[src/rtl/uc_seq.sv]
// rtl/uc_seq.sv - multi-cycle control sequencer with zero flag, stack tracking and memory handshake
module uc_seq #(
  parameter  int STACK_DEPTH = 8,
  parameter  int MEM_TIMEOUT = 15,
  parameter  int TOW         = 4,
  localparam int SPW         = $clog2(STACK_DEPTH + 1)
) (
  input  logic           clk,
  input  logic           reset,
  input  logic [5:0]     opcode,
  input  logic           z_alu,
  input  logic           mem_ack,
  output logic           ir_en,
  output logic           pc_en,
  output logic           s_inc,
  output logic           s_pila,
  output logic           we3,
  output logic           wez,
  output logic           we4,
  output logic           push,
  output logic           pop,
  output logic [1:0]     s_inm,
  output logic [2:0]     op_alu,
  output logic           mem_req,
  output logic           z,
  output logic [SPW-1:0] sp,
  output logic           halted,
  output logic           fault,
  output logic           illegal
);

  typedef enum logic [2:0] {
    FETCH   = 3'd0,
    EXEC    = 3'd1,
    MEMWAIT = 3'd2,
    HALT    = 3'd3,
    FAULT   = 3'd4
  } state_t;

  localparam logic [SPW-1:0] SP_FULL  = SPW'(STACK_DEPTH);
  localparam logic [TOW-1:0] TO_LIMIT = TOW'(MEM_TIMEOUT);

  state_t         state;
  logic [TOW-1:0] cnt;
  logic           is_store;

  // Outputs are held idle while reset is asserted, even though state already reads FETCH.
  always_comb begin
    ir_en   = 1'b0;
    pc_en   = 1'b0;
    s_inc   = 1'b1;
    s_pila  = 1'b0;
    we3     = 1'b0;
    wez     = 1'b0;
    we4     = 1'b0;
    push    = 1'b0;
    pop     = 1'b0;
    s_inm   = 2'b00;
    op_alu  = 3'b000;
    mem_req = 1'b0;
    halted  = 1'b0;
    fault   = 1'b0;
    illegal = 1'b0;
    if (!reset) begin
      case (state)
        FETCH: ir_en = 1'b1;
        EXEC: begin
          casez (opcode)
            6'b0?????: begin
              op_alu = opcode[4:2];
              we3    = 1'b1;
              wez    = 1'b1;
              pc_en  = 1'b1;
            end
            6'b100000: begin
              s_inm = 2'b01;
              we3   = 1'b1;
              pc_en = 1'b1;
            end
            6'b100001: begin
              s_inc = 1'b0;
              pc_en = 1'b1;
            end
            6'b100010: begin
              s_inc = ~z;
              pc_en = 1'b1;
            end
            6'b100011: begin
              s_inc = z;
              pc_en = 1'b1;
            end
            6'b100100: begin
              if (sp < SP_FULL) begin
                push  = 1'b1;
                pc_en = 1'b1;
              end
            end
            6'b100101: begin
              if (sp != '0) begin
                pop    = 1'b1;
                s_pila = 1'b1;
                pc_en  = 1'b1;
              end
            end
            6'b111000, 6'b111100, 6'b111111: ;
            default: begin
              illegal = 1'b1;
              pc_en   = 1'b1;
            end
          endcase
        end
        MEMWAIT: begin
          mem_req = 1'b1;
          we4     = is_store;
          if (mem_ack) begin
            pc_en = 1'b1;
            if (!is_store) begin
              we3   = 1'b1;
              s_inm = 2'b10;
            end
          end
        end
        HALT:    halted = 1'b1;
        FAULT:   fault  = 1'b1;
        default: fault  = 1'b1;
      endcase
    end
  end

  always_ff @(posedge clk or posedge reset) begin
    if (reset) begin
      state    <= FETCH;
      z        <= 1'b0;
      sp       <= '0;
      cnt      <= '0;
      is_store <= 1'b0;
    end else begin
      case (state)
        FETCH: state <= EXEC;
        EXEC: begin
          casez (opcode)
            6'b0?????: begin
              z     <= z_alu;
              state <= FETCH;
            end
            6'b100100: begin
              if (sp < SP_FULL) begin
                sp    <= sp + 1'b1;
                state <= FETCH;
              end else begin
                state <= FAULT;
              end
            end
            6'b100101: begin
              if (sp != '0) begin
                sp    <= sp - 1'b1;
                state <= FETCH;
              end else begin
                state <= FAULT;
              end
            end
            6'b111000, 6'b111100: begin
              cnt      <= '0;
              is_store <= opcode[2];
              state    <= MEMWAIT;
            end
            6'b111111: state <= HALT;
            default:   state <= FETCH;
          endcase
        end
        // An ack arriving on the final timeout cycle still completes the access.
        MEMWAIT: begin
          if (mem_ack)              state <= FETCH;
          else if (cnt == TO_LIMIT) state <= FAULT;
          else                      cnt   <= cnt + 1'b1;
        end
        HALT:    state <= HALT;
        FAULT:   state <= FAULT;
        default: state <= FAULT;
      endcase
    end
  end

endmodule

[config.mk]
export PLATFORM = sky130hd
export DESIGN_NAME = uc_seq
export DESIGN_NICKNAME = d
export VERILOG_FILES = /design/src/rtl/uc_seq.sv
export SDC_FILE = /design/constraint.sdc
export NUM_CORES = 1
export LEC_CHECK = 0
export BUFFER_PORTS_ARGS = -buffer_cell sky130_fd_sc_hd__buf_2
export CORE_UTILIZATION = 44
export DETAILED_ROUTE_END_ITERATION = 6
export PLACE_DENSITY = 0.84
export SLEW_MARGIN = 15
export SYNTH_ARGS = -nofsm -noshare
export SYNTH_HDL_FRONTEND = slang
export SYNTH_SLANG_ARGS = --single-unit
[constraint.sdc]
create_clock -name clk -period 1.6 [get_ports clk]
set_clock_uncertainty 0.1 [all_clocks]
set_input_delay 0.16 -clock clk [delete_from_list [all_inputs] [get_ports clk]]
set_output_delay 0.16 -clock clk [all_outputs]
set_load 0.005 [all_outputs]
==> results of run 1 <==
## synth_stat cells (all sizes together), types with 3 or more instances
library cell / n / area [um^2]
nand2: 15 / 56.3
and2: 3 / 18.8
o21ai: 9 / 45.0
nor3: 4 / 20.0
inv: 5 / 18.8
nor2: 13 / 51.3
xor2: 4 / 35.0
nor4: 3 / 33.8
nand3: 4 / 20.0
nor3b: 3 / 22.5
dfrtp: 13 / 325
ha: 3 / 37.5
## where the power goes
part,internal (W),switching [W]
clock network,0.0000968,0.000119
logic,0.000685,0.000530
registers,0.000449,0.000139
## what timing repair did
item / 4_1_cts / 5_1_grt
hold endpoints to repair: 14 / 0
pin swaps: 7 / 2
endpoints found under the setup margin: 25 / 29
resized for setup: 25 / 18
hold buffers: 2 / 0
buffers inserted: 7 / 1
## kinds of logic after synthesis
kind of cell | count (synthesis) | synth area share
buf+inv | 9 | 0.0470
compound gates | 19 | 0.140
fa+ha+maj | 4 | 0.0601
xor+xnor | 6 | 0.0548
flops | 13 | 0.339
simple gates | 56 | 0.325
mux | 3 | 0.0339
## layout make-up
class                      instances  area (um^2)  area share
tap                               27         33.8      0.0204
sequential                        13          329       0.199
clock buffer                       4         26.3      0.0159
multi-input combinational         88          762       0.461
inverter                           5         18.8      0.0113
timing repair buffer              71          484       0.293
## state kept, by name (all words and copies together), names as in the netlist
name	cells
cnt	4
sp	4
state	3
is_store	1
z	1
## through the flow
| stage | TNS [ns] | worst slack [ns] | cells | utilization |
|---|---|---|---|---|
| 2_1_floorplan | -0.417 | -0.130 | 110 | - |
| 3_3_place_gp | -0.844 | -0.206 | 195 | 0.693 |
| 3_5_place_dp | -1.31 | -0.290 | 195 | 0.693 |
| 4_1_cts | -4.24 | -0.286 | 207 | 0.786 |
| 5_1_grt | -6.77 | -0.376 | 208 | 0.826 |
| 6_report | -4.75 | -0.306 | 208 | 0.826 |
## how the worst max path moves through the flow
stage	start	endpoint	slack, ns	cells past startpoint
4_1_cts	state[1]$_DFFE_PP0P_	push	-0.29	5
5_1_grt	state[1]$_DFFE_PP0P_	cnt[0]$_DFFE_PP0P_	-0.38	5
3_3_place_gp	opcode[3]	sp[3]$_DFFE_PP0P_	-0.21	11
3_5_place_dp	opcode[3]	sp[3]$_DFFE_PP0P_	-0.29	11
6_report	state[1]$_DFFE_PP0P_	cnt[0]$_DFFE_PP0P_	-0.31	5
2_1_floorplan	state[2]$_DFFE_PP0P_	cnt[0]$_DFFE_PP0P_	-0.13	5
## worst max-delay path: cells and delay by family, from the launching register on
family	cells	cell delay (ns)
buffers and inverters	1	0.14
DFF	1	0.45
muxes	1	0.27
and+or+nand+nor	3	0.84
## per-layer routing
layer  vias to the layer above  wire (um)
li1                        530          -
met1                       542       1200
met2                        38       1690
met3                         4        106
met4                         0         21
met5                         -          0
==> impl_summary.log, run 1 <==
INFO  metric regToRegEndpoint = cnt[0]$_DFFE_PP0P_
INFO  metric crit_path_cell_trace = or3b_4 > buf_6 > nor4_4 > nor2_4 > mux2_4
INFO  metric regToRegSetupSlack = -0.31 ns
INFO  metric layout.nets = 196
INFO  metric grt_pass1_vias = 1132
INFO  metric synth_sequential_area_ratio = 0.339
INFO  metric avgViaCountPerCell = 5.36
INFO  metric grt_util_met2 = 0.516
INFO  metric hpwl_after_dpl = 2.06 mm
INFO  metric worst_r2r_path_depth = 5
INFO  metric cts_max_path_bufs = 2
INFO  metric drt_drc_violations_left = 0
INFO  metric synthesis.nets = 124
INFO  metric detailed_route_iter0_violations = 28
INFO  metric clock_insertion_delay_worst_skew = 0.28 ns
INFO  metric io_pins = 33
INFO  metric tritoncts_clock_tree = yes
INFO  metric finalMaxSlewViolations = 0
INFO  metric grt_util_met1 = 0.306
INFO  metric setup_ws = -0.306 ns
INFO  metric outcome = finished with violations
INFO  metric critical-path-max-stage-delay = 0.45 ns
INFO  metric wire_per_inst = 14.5 um
INFO  metric vdd_ir_drop_max = 861 uV
INFO  metric fillers = 115
INFO  metric totalWireLength = 3.01 mm
INFO  metric ratio_of_cells_with_drive_above_1_in_the_final_layout = 0.608
INFO  metric dr.pass1.iters = 4
INFO  metric buffer_ports.inserted = 32
INFO  metric layout.cells.most_common_list = 32 x buf_2, 30 x buf_4, 12 x nand2_1, 10 x dfrtp_1
INFO  metric finalSetupViolations = 26
INFO  metric critPathSlowestCell = dfrtp_2
INFO  metric core = 2000 um^2
INFO  metric holdCritStartpoint = opcode[2]
INFO  metric violations = setup timing
INFO  metric die_area = 2370 um^2
INFO  metric whs_endpoint = is_store$_DFFE_PP0P_
INFO  metric final_design_area_no_fill = 1650 um^2
INFO  metric timing.critical_path.fanout_max = 5
INFO  metric grt_start_max_net_pins = 14
INFO  metric cts_sinks = 13
INFO  metric yosys_most_used_dff = dfrtp_1
INFO  metric max-cap-violations = 0
INFO  metric final_common_cell = buf_2
INFO  metric synthesis.yosys.warnings = 0
INFO  metric cp.arrival = 1.98 ns
INFO  metric die_h = 48.7 um
INFO  metric number_of_clock_buffers_inserted_by_tritoncts = 3
INFO  metric finalCriticalPeriod = 1.91 ns
INFO  metric grt_max_usage_layer = met2
INFO  metric cts.clk_slew.worst_paths = 0.09 ns
INFO  metric ys_ff_latch = 13
INFO  metric relSlewSlack = 0.630
INFO  metric synth_cell_type_count = 38
INFO  metric finalPower = 0.00202 W
INFO  metric row_count = 16
INFO  metric rsz0062_at_grt = yes
INFO  metric timing_worst_setup_path_type = flop to flop
INFO  metric drt.antenna.violating_nets = 0
INFO  metric finalHoldViolCount = 0
INFO  metric syn_inst = 110
INFO  metric ctsHtreeMaxLevel = 1
INFO  metric final.period_utilization = 1.19
INFO  metric crit_required = 1.67 ns
INFO  metric post_dp_cell_area = 1390 um^2
INFO  metric area_delta_synth_final = 72.6%
INFO  metric fmax = 525 MHz
INFO  metric worstSetupStartpointType = flop
INFO  metric global_route.overflow_total = 0
INFO  metric grt_pass1_wl = 4.95 mm
INFO  metric hold_slack = 0.128 ns
INFO  metric hold_depth = 4
INFO  metric synth_enable_flop_cells = 0
INFO  metric syn_area_per_cell = 8.71 um^2
INFO  metric antenna_cells = 0
INFO  metric hold_path_class = input port to flop
INFO  metric vias = 1114
INFO  metric root_buffer = clkbuf_4
INFO  metric rr_startpoint = state[1]$_DFFE_PP0P_
INFO  metric antenna_found_initial = 0
INFO  metric tightestPinTransition = 0.548 ns
INFO  metric track_usage = 0.274
INFO  metric powerDensity = 1220 nW/um^2
INFO  metric netlist_area = 958 um^2
INFO  metric static-leakage-power = 0.822 nW
INFO  metric share_of_flip_flops_with_an_asynchronous_set_or_reset_after_synthesis = 1.00
INFO  metric place.gp.congestion = 0.898
INFO  metric floorplan.initialDensity = 0.479
INFO  metric worstSetupEndpointType = flop
INFO  metric grt_util_met3 = 0.0535
INFO  metric chipWidth = 48.7 um
(Power assumes the default switching activity.)
==> run 2, diff against run 1 <==
--- a/config.mk
+++ b/config.mk
@@ -5,7 +5,7 @@
 export SDC_FILE = /design/constraint.sdc
 export NUM_CORES = 1
 export LEC_CHECK = 0
-export BUFFER_PORTS_ARGS = -buffer_cell sky130_fd_sc_hd__buf_2
+export BUFFER_PORTS_ARGS = -buffer_cell sky130_fd_sc_hd__buf_4
 export CORE_UTILIZATION = 44
 export DETAILED_ROUTE_END_ITERATION = 6
 export PLACE_DENSITY = 0.84
==> impl_summary.log, run 2 (synthesis gave the netlist of run 1 again) <==
INFO  metric outcome = finished with violations
INFO  metric violations = setup timing
INFO  metric avgViaCountPerCell = 5.58 (+4.2%)
INFO  metric rsz0062_at_grt = yes
INFO  metric layout.cells.most_common_list = 62 x buf_4, 13 x nand2_1, 11 x dfrtp_1, 7 x nor2_1
INFO  metric number_of_clock_buffers_inserted_by_tritoncts = 3 (unchanged)
INFO  metric cp.arrival = 1.67 ns (-0.31 ns)
INFO  metric floorplan.initialDensity = 0.479 (unchanged)
INFO  metric drt_drc_violations_left = 0 (unchanged)
INFO  metric layout.nets = 193 (-1.5%)
INFO  metric place.gp.congestion = 0.831 (-7.5%)
INFO  metric drt.antenna.violating_nets = 0 (unchanged)
INFO  metric timing.critical_path.fanout_max = 5 (unchanged)
INFO  metric finalMaxSlewViolations = 0 (unchanged)
INFO  metric cts.clk_slew.worst_paths = 0.09 ns (about the same)
INFO  metric worstSetupEndpointType = output port
INFO  metric fmax = 518 MHz (-1.2%)
INFO  metric clock_insertion_delay_worst_skew = 0.27 ns (about the same)
INFO  metric setup_ws = -0.329 ns (-0.0222 ns)
INFO  metric fin_setup_tns = -5.35 ns (-0.595 ns)
INFO  metric tritoncts_clock_tree = yes
INFO  metric largest_registers = cnt: 4 flops, sp: 4 flops, state: 3 flops
INFO  metric grt_start_max_net_pins = 14 (unchanged)
INFO  metric finalHoldViolCount = 0 (unchanged)
INFO  metric layoutNonFillerInstCount = 205 (-1.4%)
INFO  metric wire_per_inst = 16.1 um (+11%)
INFO  metric chipWidth = 48.7 um (unchanged)
INFO  metric post_dp_cell_area = 1470 um^2 (+6.3%)
INFO  metric finalPower = 0.00198 W (-1.9%)
INFO  metric final_design_area_no_fill = 1660 um^2 (+0.15%)
INFO  metric grt_pass1_wl = 5.60 mm (+13%)
INFO  metric io_pins = 33 (unchanged)
INFO  metric ratio_of_cells_with_drive_above_1_in_the_final_layout = 0.567 (-0.0403)
INFO  metric ctsHtreeMaxLevel = 1 (unchanged)
INFO  metric finalCriticalPeriod = 1.93 ns (+0.0222 ns)
INFO  metric die_h = 48.7 um (unchanged)
INFO  metric buffer_ports.inserted = 32 (unchanged)
INFO  metric worstSetupStartpointType = flop
INFO  metric global_route.overflow_total = 0 (unchanged)
INFO  metric root_buffer = clkbuf_4
INFO  metric grt_pass1_vias = 1230 (+8.7%)
INFO  metric max-cap-violations = 0 (unchanged)
INFO  metric hold_path_class = input port to flop
INFO  metric core = 2000 um^2 (unchanged)
INFO  metric relSlewSlack = 0.520 (-0.110)
INFO  metric powerDensity = 1200 nW/um^2 (-2.1%)
INFO  metric die_area = 2370 um^2 (unchanged)
INFO  metric finalSetupViolations = 27 (+3.8%)
INFO  metric hpwl_after_dpl = 2.31 mm (+12%)
INFO  metric hold_slack = 0.0231 ns (-0.105 ns)
INFO  metric antenna_found_initial = 0 (unchanged)
INFO  metric timing_worst_setup_path_type = flop to output port
INFO  metric cts_max_path_bufs = 2 (unchanged)
INFO  metric vias = 1144 (+2.7%)
INFO  metric row_count = 16 (unchanged)
INFO  metric crit_required = 1.34 ns (-0.33 ns)
INFO  metric tightestPinTransition = 0.710 ns (+0.163 ns)
INFO  metric area_delta_synth_final = 72.8%
INFO  metric antenna_cells = 0 (unchanged)
INFO  metric totalWireLength = 3.29 mm (+9.2%)
INFO  metric final.period_utilization = 1.21 (+0.0139)
INFO  metric final_common_cell = buf_4
INFO  metric track_usage = 0.301 (+0.0267)
INFO  metric dr.pass1.iters = 4 (unchanged)
INFO  metric vdd_ir_drop_max = 922 uV (+7.0%)
INFO  metric cts_sinks = 13 (unchanged)
INFO  metric detailed_route_iter0_violations = 54 (+93%)
INFO  metric place_inst = 196 (+0.51%)
INFO  metric static-leakage-power = 0.799 nW (-2.8%)
run 2: metrics by stage:
step                worst slack, ns  utilization
floorplan                    -0.130            -
global placement             -0.213        0.736
detailed placement           -0.292        0.736
CTS                          -0.293        0.821
global route                 -0.386        0.828
finish                       -0.329        0.828
run 2: repair_timing:
| action | in CTS | in global routing |
|---|---|---|
| setup endpoints to repair | 24 | 29 |
| gates resized for setup | 24 | 5 |
| setup buffers | 4 | 0 |
| hold buffers | 1 | 0 |
| endpoints found under the hold margin | 13 | 0 |
| pin swaps | 11 | 4 |
run 2: final cells by class:
class / instances / area, um^2
Clock buffer: 4 / 26.3
Inverter: 5 / 18.8
Multi-Input combinational cell: 88 / 718
Sequential cell: 13 / 328
Tap cell: 27 / 33.8
Timing Repair Buffer: 68 / 532
Fill cell: 124 / 345
run 2: power by group:
| group | leakage, nW | switching (W) | total, W | internal, W |
|---|---|---|---|---|
| clock | 0.0150 | 0.000111 | 0.000208 | 0.0000963 |
| sequential | 0.166 | 0.000130 | 0.000577 | 0.000447 |
| combinational | 0.618 | 0.000533 | 0.00120 | 0.000662 |
run 2: layer usage:
layer | wire (um) | GRT usage
met5 | 0 | 0
met4 | 31 | 0.0686
met3 | 165 | 0.0472
met2 | 1810 | 0.583
met1 | 1280 | 0.338
run 2: final timing paths:
kind / from / end / slack, ns / depth (start not counted)
max: state[2]$_DFFE_PP0P_ / s_inc / -0.33 / 5
min: z_alu / z$_DFFE_PP0P_ / 0.02 / 2
max reg2reg: state[2]$_DFFE_PP0P_ / cnt[0]$_DFFE_PP0P_ / -0.32 / 5
min reg2reg: z$_DFFE_PP0P_ / z$_DFFE_PP0P_ / 0.45 / 1
max in group asynchronous: reset / state[2]$_DFFE_PP0P_ / 0.73 / 4
min in group asynchronous: reset / sp[0]$_DFFE_PP0P_ / 0.48 / 4
run 2: worst max-delay path, cell delays in order, from the launching register on:
cell and delay, ns:
dfrtp_2 0.46, or3b_4 0.45, nor2_4 0.16, buf_4 0.12, nand3_1 0.06, buf_4 0.14
